File: config.mk
export PLATFORM = sky130hd
export DESIGN_NAME = hazard_controller
export DESIGN_NICKNAME = d
export VERILOG_FILES = /design/src/rtl/hazard_controller.sv
export SDC_FILE = /design/constraint.sdc
export NUM_CORES = 1
export LEC_CHECK = 0
export ABC_AREA = 1
export BUFFER_PORTS_ARGS = -buffer_cell sky130_fd_sc_hd__buf_2
export CAP_MARGIN = 20
export CORE_AREA = 8 8 120 122
export CTS_CLUSTER_DIAMETER = 50
export CTS_CLUSTER_SIZE = 24
export DETAILED_ROUTE_END_ITERATION = 10
export DIE_AREA = 0 0 128 130
export HOLD_SLACK_MARGIN = 0.12
export PLACE_DENSITY = 0.61
export REMOVE_ABC_BUFFERS = 1
export SKIP_CTS_REPAIR_TIMING = 1
export SLEW_MARGIN = 20
export SYNTH_ARGS = -nofsm -noshare
export SYNTH_HDL_FRONTEND = slang
export SYNTH_SLANG_ARGS = --single-unit
export TNS_END_PERCENT = 100
File: constraint.sdc
create_clock -name CLK -period 2.7 [get_ports CLK]
set_clock_uncertainty 0.05 [all_clocks]
set_input_delay 0.405 -clock CLK [delete_from_list [all_inputs] [get_ports CLK]]
set_output_delay 0.405 -clock CLK [all_outputs]
set_load 0.05 [all_outputs]
File: src/rtl/hazard_controller.sv
`timescale 1ns/1ps
// hazard_controller
//   Stall / flush / enable generation for the 5-stage pipeline latches and
//   the PC when forwarding cannot resolve a hazard (load-use, EX redirect,
//   icache miss, dcache wait, halt drain). Owns the RUN/DWAIT/HALT FSM and
//   saturating stall/flush performance counters.
// Ports:
//   CLK, RST          clock (rising edge), async active-high reset
//   ihit, dhit        icache / dcache completion this cycle
//   mem_dREN/dWEN     MEM-stage load / store request
//   id_instr          instruction in ID (rs/rt/opcode decode)
//   ex_memREN/ex_dest EX-stage load flag and destination register
//   ex_redirect       taken branch / jump resolved in EX
//   wb_halt           HALT instruction in WB
//   pc_en, *_en       PC and latch enables
//   *_flush           bubble insertion into the next latch
//   halt              sticky halted flag
//   dwait_timeout     sticky dcache wait overrun flag
//   stall_cycles      cycles with pc_en=0 outside HALT (saturating)
//   flush_events      accepted redirects (saturating)
module hazard_controller #(
  parameter int unsigned CNT_W      = 32,
  parameter int unsigned WAIT_LIMIT = 255
) (
  input  logic             CLK,
  input  logic             RST,
  input  logic             ihit,
  input  logic             dhit,
  input  logic             mem_dREN,
  input  logic             mem_dWEN,
  input  logic [31:0]      id_instr,
  input  logic             ex_memREN,
  input  logic [4:0]       ex_dest,
  input  logic             ex_redirect,
  input  logic             wb_halt,
  output logic             pc_en,
  output logic             ifid_en,
  output logic             idex_en,
  output logic             exmem_en,
  output logic             memwb_en,
  output logic             ifid_flush,
  output logic             idex_flush,
  output logic             memwb_flush,
  output logic             halt,
  output logic             dwait_timeout,
  output logic [CNT_W-1:0] stall_cycles,
  output logic [CNT_W-1:0] flush_events
);

  localparam int unsigned WCNT_W = (WAIT_LIMIT < 2) ? 1 : $clog2(WAIT_LIMIT + 1);
  localparam logic [WCNT_W-1:0] WLIM = WCNT_W'(WAIT_LIMIT);

  typedef enum logic [1:0] {S_RUN, S_DWAIT, S_HALT} state_e;

  state_e             state_q, state_d;
  logic [WCNT_W-1:0]  wait_cnt_q, wait_cnt_d;
  logic               dwait_timeout_q, dwait_timeout_d;
  logic [CNT_W-1:0]   stall_cycles_q, stall_cycles_d;
  logic [CNT_W-1:0]   flush_events_q, flush_events_d;

  logic        dreq, dstall, uses_rt, loaduse, redirect_ok;
  logic [4:0]  rs, rt;
  logic [5:0]  opcode;
  logic [WCNT_W-1:0] wait_inc;
  logic        unused_instr_bits;

  assign unused_instr_bits = ^id_instr[15:0];

  always_comb begin
    dreq    = mem_dREN | mem_dWEN;
    dstall  = dreq & ~dhit;
    opcode  = id_instr[31:26];
    rs      = id_instr[25:21];
    rt      = id_instr[20:16];
    uses_rt = (opcode == 6'h00) | (opcode == 6'h04) | (opcode == 6'h05) | (opcode == 6'h2B);
    loaduse = ex_memREN & (ex_dest != 5'd0) & ((ex_dest == rs) | (uses_rt & (ex_dest == rt)));
  end

  // Pipeline control: priority dmem stall > redirect > load-use > icache miss.
  always_comb begin
    pc_en       = 1'b0;
    ifid_en     = 1'b0;
    idex_en     = 1'b0;
    exmem_en    = 1'b0;
    memwb_en    = 1'b0;
    ifid_flush  = 1'b0;
    idex_flush  = 1'b0;
    memwb_flush = 1'b0;
    redirect_ok = 1'b0;
    if (!RST && state_q != S_HALT) begin
      if (dstall) begin
        memwb_en    = 1'b1;
        memwb_flush = 1'b1;
      end else if (ex_redirect) begin
        pc_en       = 1'b1;
        ifid_en     = 1'b1;
        idex_en     = 1'b1;
        exmem_en    = 1'b1;
        memwb_en    = 1'b1;
        ifid_flush  = 1'b1;
        idex_flush  = 1'b1;
        redirect_ok = 1'b1;
      end else if (loaduse) begin
        idex_en     = 1'b1;
        idex_flush  = 1'b1;
        exmem_en    = 1'b1;
        memwb_en    = 1'b1;
      end else if (!ihit) begin
        ifid_en     = 1'b1;
        ifid_flush  = 1'b1;
        idex_en     = 1'b1;
        exmem_en    = 1'b1;
        memwb_en    = 1'b1;
      end else begin
        pc_en       = 1'b1;
        ifid_en     = 1'b1;
        idex_en     = 1'b1;
        exmem_en    = 1'b1;
        memwb_en    = 1'b1;
      end
    end
  end

  always_comb begin
    state_d = state_q;
    case (state_q)
      S_RUN:   if (dstall) state_d = S_DWAIT;
      S_DWAIT: if (dhit)   state_d = S_RUN;
      default: state_d = S_HALT;
    endcase
    if (wb_halt) state_d = S_HALT;
  end

  // wait_cnt saturates at the limit; the timeout flag is evaluated on the
  // incremented value so it rises in the cycle the limit is reached.
  always_comb begin
    wait_inc        = (wait_cnt_q == WLIM) ? wait_cnt_q : wait_cnt_q + WCNT_W'(1);
    dwait_timeout_d = dwait_timeout_q;
    wait_cnt_d      = '0;
    if (state_q == S_DWAIT && !dhit) begin
      if (wait_inc == WLIM) dwait_timeout_d = 1'b1;
      if (state_d == S_DWAIT) wait_cnt_d = wait_inc;
    end else if (state_d == S_DWAIT) begin
      wait_cnt_d = wait_cnt_q;
    end
  end

  always_comb begin
    stall_cycles_d = stall_cycles_q;
    flush_events_d = flush_events_q;
    if (state_q != S_HALT && !pc_en && stall_cycles_q != '1)
      stall_cycles_d = stall_cycles_q + CNT_W'(1);
    if (redirect_ok && flush_events_q != '1)
      flush_events_d = flush_events_q + CNT_W'(1);
  end

  always_ff @(posedge CLK or posedge RST) begin
    if (RST) begin
      state_q         <= S_RUN;
      wait_cnt_q      <= '0;
      dwait_timeout_q <= 1'b0;
      stall_cycles_q  <= '0;
      flush_events_q  <= '0;
    end else begin
      state_q         <= state_d;
      wait_cnt_q      <= wait_cnt_d;
      dwait_timeout_q <= dwait_timeout_d;
      stall_cycles_q  <= stall_cycles_d;
      flush_events_q  <= flush_events_d;
    end
  end

  assign halt          = (state_q == S_HALT);
  assign dwait_timeout = dwait_timeout_q;
  assign stall_cycles  = stall_cycles_q;
  assign flush_events  = flush_events_q;

endmodule

==> metrics.txt <==
# TYPE chip_impl_metric gauge
chip_impl_metric{name="globalplace.congestion",unit=""} 0.928
chip_impl_metric{name="floorplan.initialDensity",unit="%"} 39.1
chip_impl_metric{name="syn_area",unit="µm²"} 4850
chip_impl_metric{name="drt_wl_total",unit="mm"} 13.1
chip_impl_metric{name="h-tree-depth",unit=""} 3
chip_impl_metric{name="number_of_sinks_handled_by_clock_tree_synthesis",unit=""} 75
chip_impl_metric{name="setup_total_negative_slack",unit="ns"} 0
chip_impl_info{name="critPathLaunchType",value="register"} 1
chip_impl_metric{name="globalRouteTotalUtil",unit="%"} 16.7
chip_impl_metric{name="clkSlewWorstSetupHoldPaths",unit="ns"} 0.06
chip_impl_metric{name="worstPathBufferInverterCount",unit=""} 3
chip_impl_metric{name="synth-edff-count",unit=""} 0
chip_impl_metric{name="cts_buffers",unit=""} 9
chip_impl_metric{name="detailedPlacementHpwl",unit="mm"} 10.2
chip_impl_metric{name="post-route-period-util",unit="%"} 80.6
chip_impl_metric{name="floorplan.die.width",unit="µm"} 128
chip_impl_info{name="synth_top_cells_by_area",value="sky130_fd_sc_hd__dfrtp_1, sky130_fd_sc_hd__nand2_1, sky130_fd_sc_hd__xor2_1, sky130_fd_sc_hd__nand3_1, sky130_fd_sc_hd__nor2_1"} 1
chip_impl_metric{name="grt_remaining_overflow",unit=""} 0
chip_impl_info{name="cts.root.buffer_cell",value="sky130_fd_sc_hd__clkbuf_16"} 1
chip_impl_metric{name="die_y",unit="µm"} 130
chip_impl_metric{name="max_clock_freq",unit="MHz"} 459
chip_impl_metric{name="antenna_violations_before_repair",unit=""} 0
chip_impl_info{name="rsz0062_at_grt",value="false"} 1
chip_impl_info{name="run_status",value="finished clean"} 1
chip_impl_metric{name="post_drt_wl_per_cell",unit="µm"} 13.6
chip_impl_info{name="clock_tree_from_tritoncts",value="done"} 1
chip_impl_metric{name="worstSkewPairLatency",unit="ns"} 0.34
chip_impl_metric{name="slew_limit_headroom",unit="%"} 52.1
chip_impl_metric{name="final_cell_area",unit="µm²"} 5810
chip_impl_metric{name="post_drt_via_cell_ratio",unit=""} 4.80
chip_impl_metric{name="critical_path_arrival",unit="ns"} 1.72
chip_impl_metric{name="io_buffer_count",unit=""} 103
chip_impl_metric{name="synth-warning-count",unit=""} 0
chip_impl_metric{name="cp_slowest_stage_delay",unit="ns"} 0.42
chip_impl_metric{name="ys_ff_latch",unit=""} 75
chip_impl_metric{name="seq_area_frac_synth",unit="%"} 38.7
chip_impl_metric{name="final_layout_size_suffix_gt1_share",unit="%"} 18.7
chip_impl_metric{name="first_global_vias",unit=""} 4586
chip_impl_info{name="hold_class",value="input pin to asynchronous set/reset pin"} 1
chip_impl_info{name="synth_top_cell_by_area",value="sky130_fd_sc_hd__dfrtp_1"} 1
chip_impl_metric{name="critical_path_required",unit="ns"} 2.25
chip_impl_metric{name="timing.final.hold_violations",unit=""} 0
chip_impl_metric{name="drc_errors",unit=""} 0
chip_impl_metric{name="drtPass1Iterations",unit=""} 5
chip_impl_info{name="cp_slowest_cell",value="sky130_fd_sc_hd__dfrtp_1"} 1
chip_impl_metric{name="timing.final.setup_violations",unit=""} 0
chip_impl_metric{name="drv_slew",unit=""} 0
chip_impl_metric{name="ys_async_sr_fraction",unit="%"} 100
chip_impl_metric{name="layout.filler_cells",unit=""} 1339
chip_impl_metric{name="max-cap-violations",unit=""} 0
chip_impl_metric{name="rows",unit=""} 41
chip_impl_metric{name="power_density",unit="nW/µm²"} 418
chip_impl_metric{name="grt_pass1_wl",unit="mm"} 22.4
chip_impl_metric{name="leakagePower",unit="nW"} 3.03
chip_impl_info{name="worstSetupPathType",value="register to primary output"} 1
chip_impl_metric{name="peak_supply_drop",unit="V"} 0.000297
chip_impl_metric{name="count_of_distinct_cell_types_in_the_synthesized_netlist",unit=""} 32
chip_impl_metric{name="die-area",unit="µm²"} 16600
chip_impl_info{name="flip_flop_cell_with_the_highest_count_after_synthesis",value="sky130_fd_sc_hd__dfrtp_1"} 1
chip_impl_metric{name="dpl-instance-area",unit="µm²"} 5550
chip_impl_metric{name="timing_worst_slew_pin_value",unit="ns"} 0.717
chip_impl_metric{name="postSynthCellCount",unit=""} 679
chip_impl_metric{name="synthToLayoutAreaGrowth",unit="%"} 19.8
chip_impl_metric{name="count_of_inserted_antenna_diode_cells",unit=""} 0
chip_impl_metric{name="boundaryPins",unit=""} 120
chip_impl_metric{name="synth_top_area_share",unit="%"} 38.7
chip_impl_metric{name="final_nets",unit=""} 835
chip_impl_info{name="timing.critical_path.mode_cell",value="sky130_fd_sc_hd__nand2_1"} 1
chip_impl_info{name="timing.critical_path.to_type",value="primary output"} 1
chip_impl_metric{name="vias",unit=""} 4622
chip_impl_metric{name="avgSynthCellArea",unit="µm²"} 7.14
chip_impl_info{name="path_cells",value="inv_2 -> nor2_2 -> nor2_1 -> nand2_1 -> inv_1 -> nand2_1 -> a21oi_1 -> buf_2"} 1
chip_impl_metric{name="drt_first_iter_violations",unit=""} 289
chip_impl_info{name="critPathTopFamily",value="buffers and inverters"} 1
chip_impl_metric{name="cts-root-to-sink-buffers",unit=""} 2
chip_impl_metric{name="pin_count_of_the_biggest_net_entering_global_routing",unit=""} 44
chip_impl_metric{name="floorplan_core_area",unit="µm²"} 12400
chip_impl_metric{name="period_minus_slack",unit="ns"} 2.18
chip_impl_metric{name="ant_nets",unit=""} 0
chip_impl_metric{name="crit_fanout",unit=""} 4
-- cell usage in the layout, fill, tap and decap left out, drive strengths merged, types with 3 or more instances in the layout --
master,Yosys,routed
nand4,14,14
nor2,84,84
ha,3,3
nand3,62,62
nand2,227,227
nor3,34,34
dfrtp,75,75
xnor2,20,20
clkinv,0,3
inv,70,70
clkbuf,1,12
xor2,48,48
a21oi,4,4
o21ai,18,18
buf,12,109
-- logic make-up (layout without fill, tap and decap cells) --
kind of cell | after synthesis | in the layout | synth area share, %
simple gates | 427 | 427 | 38.5
flops | 75 | 75 | 38.7
compound gates | 23 | 23 | 2.50
fa+ha+maj | 3 | 3 | 0.774
xor+xnor | 68 | 68 | 12.3
buf+inv | 83 | 194 | 7.23
-- synthesized netlist by cell type (2+ instances only) --
cell                      instances
sky130_fd_sc_hd__nand3_1         61
sky130_fd_sc_hd__dfrtp_1         75
sky130_fd_sc_hd__nand2_2          3
sky130_fd_sc_hd__xnor2_1         20
sky130_fd_sc_hd__nor3_4           2
sky130_fd_sc_hd__o21ai_0          9
sky130_fd_sc_hd__a21oi_1          4
sky130_fd_sc_hd__buf_4            2
sky130_fd_sc_hd__buf_6            3
sky130_fd_sc_hd__buf_2            7
sky130_fd_sc_hd__o21ai_1          8
sky130_fd_sc_hd__nor3_2           4
sky130_fd_sc_hd__or2_2            2
sky130_fd_sc_hd__nor3_1          28
sky130_fd_sc_hd__ha_1             3
sky130_fd_sc_hd__nand4_1         13
sky130_fd_sc_hd__inv_2            4
sky130_fd_sc_hd__nor2_1          79
sky130_fd_sc_hd__nand2_1        223
sky130_fd_sc_hd__nor2_2           4
sky130_fd_sc_hd__nor4_1           2
sky130_fd_sc_hd__inv_1           66
sky130_fd_sc_hd__xor2_1          48
-- cell type report --
| type | count | area, µm² | share of cell area [%] |
|---|---|---|---|
| Sequential cell | 75 | 1880 | 32.3 |
| Tap cell | 172 | 215 | 3.70 |
| Inverter | 70 | 263 | 4.52 |
| Clock inverter | 3 | 15.0 | 0.258 |
| Timing Repair Buffer | 109 | 573 | 9.86 |
| Clock buffer | 12 | 246 | 4.24 |
| Multi-Input combinational cell | 521 | 2620 | 45.1 |
-- power by group --
| part | internal [W] | switching (W) |
|---|---|---|
| clock | 0.000637 | 0.000443 |
| sequential | 0.00114 | 0.0000207 |
| combinational | 0.0000553 | 0.000134 |
-- sequential cells by signal, indices dropped and copies added, names as in the netlist --
register	cells
dwait_timeout	1
flush_events	32
stall_cycles	32
state_q	2
wait_cnt_q	8
-- final timing paths --
check / startpoint / end / slack [ns] / cells after the start
setup / recovery: state_q[1]$_DFF_PP0_ / ifid_flush / 0.52 / 8
hold / removal: RST / stall_cycles[30]$_DFFE_PP0P_ / 0.16 / 2
setup reg to reg: stall_cycles[0]$_DFFE_PP0P_ / stall_cycles[29]$_DFFE_PP0P_ / 0.63 / 11
hold reg to reg: dwait_timeout$_DFFE_PP0P_ / dwait_timeout$_DFFE_PP0P_ / 0.42 / 2
max in group asynchronous: RST / flush_events[22]$_DFFE_PP0P_ / 1.77 / 3
min in group CLK: dhit / state_q[0]$_DFF_PP0_ / 0.27 / 2
-- through the flow --
step / cells / total power (W) / utilization (%) / worst slack (ns) / hold WS, ns
floorplan: 666 / 0.00130 / - / -1.06 / 0.451
global placement: 947 / 0.00137 / 44.7 / 0.648 / 0.397
detailed placement: 947 / 0.00137 / 44.7 / 0.617 / 0.405
CTS: 962 / 0.00247 / 46.8 / 0.499 / 0.177
global route: 962 / 0.00253 / 46.8 / 0.370 / 0.220
finish: 962 / 0.00243 / 46.8 / 0.523 / 0.155
-- layer usage --
metal | up-vias | track usage [%] | part of all wire [%]
met5 | - | 0 | 0
met4 | 0 | 6.92 | 2.0
met3 | 21 | 4.20 | 5.6
met2 | 107 | 28.1 | 48
met1 | 2141 | 20.0 | 44
li1 | 2353 | - | -
Note: power is estimated with default switching activity, not from simulation.
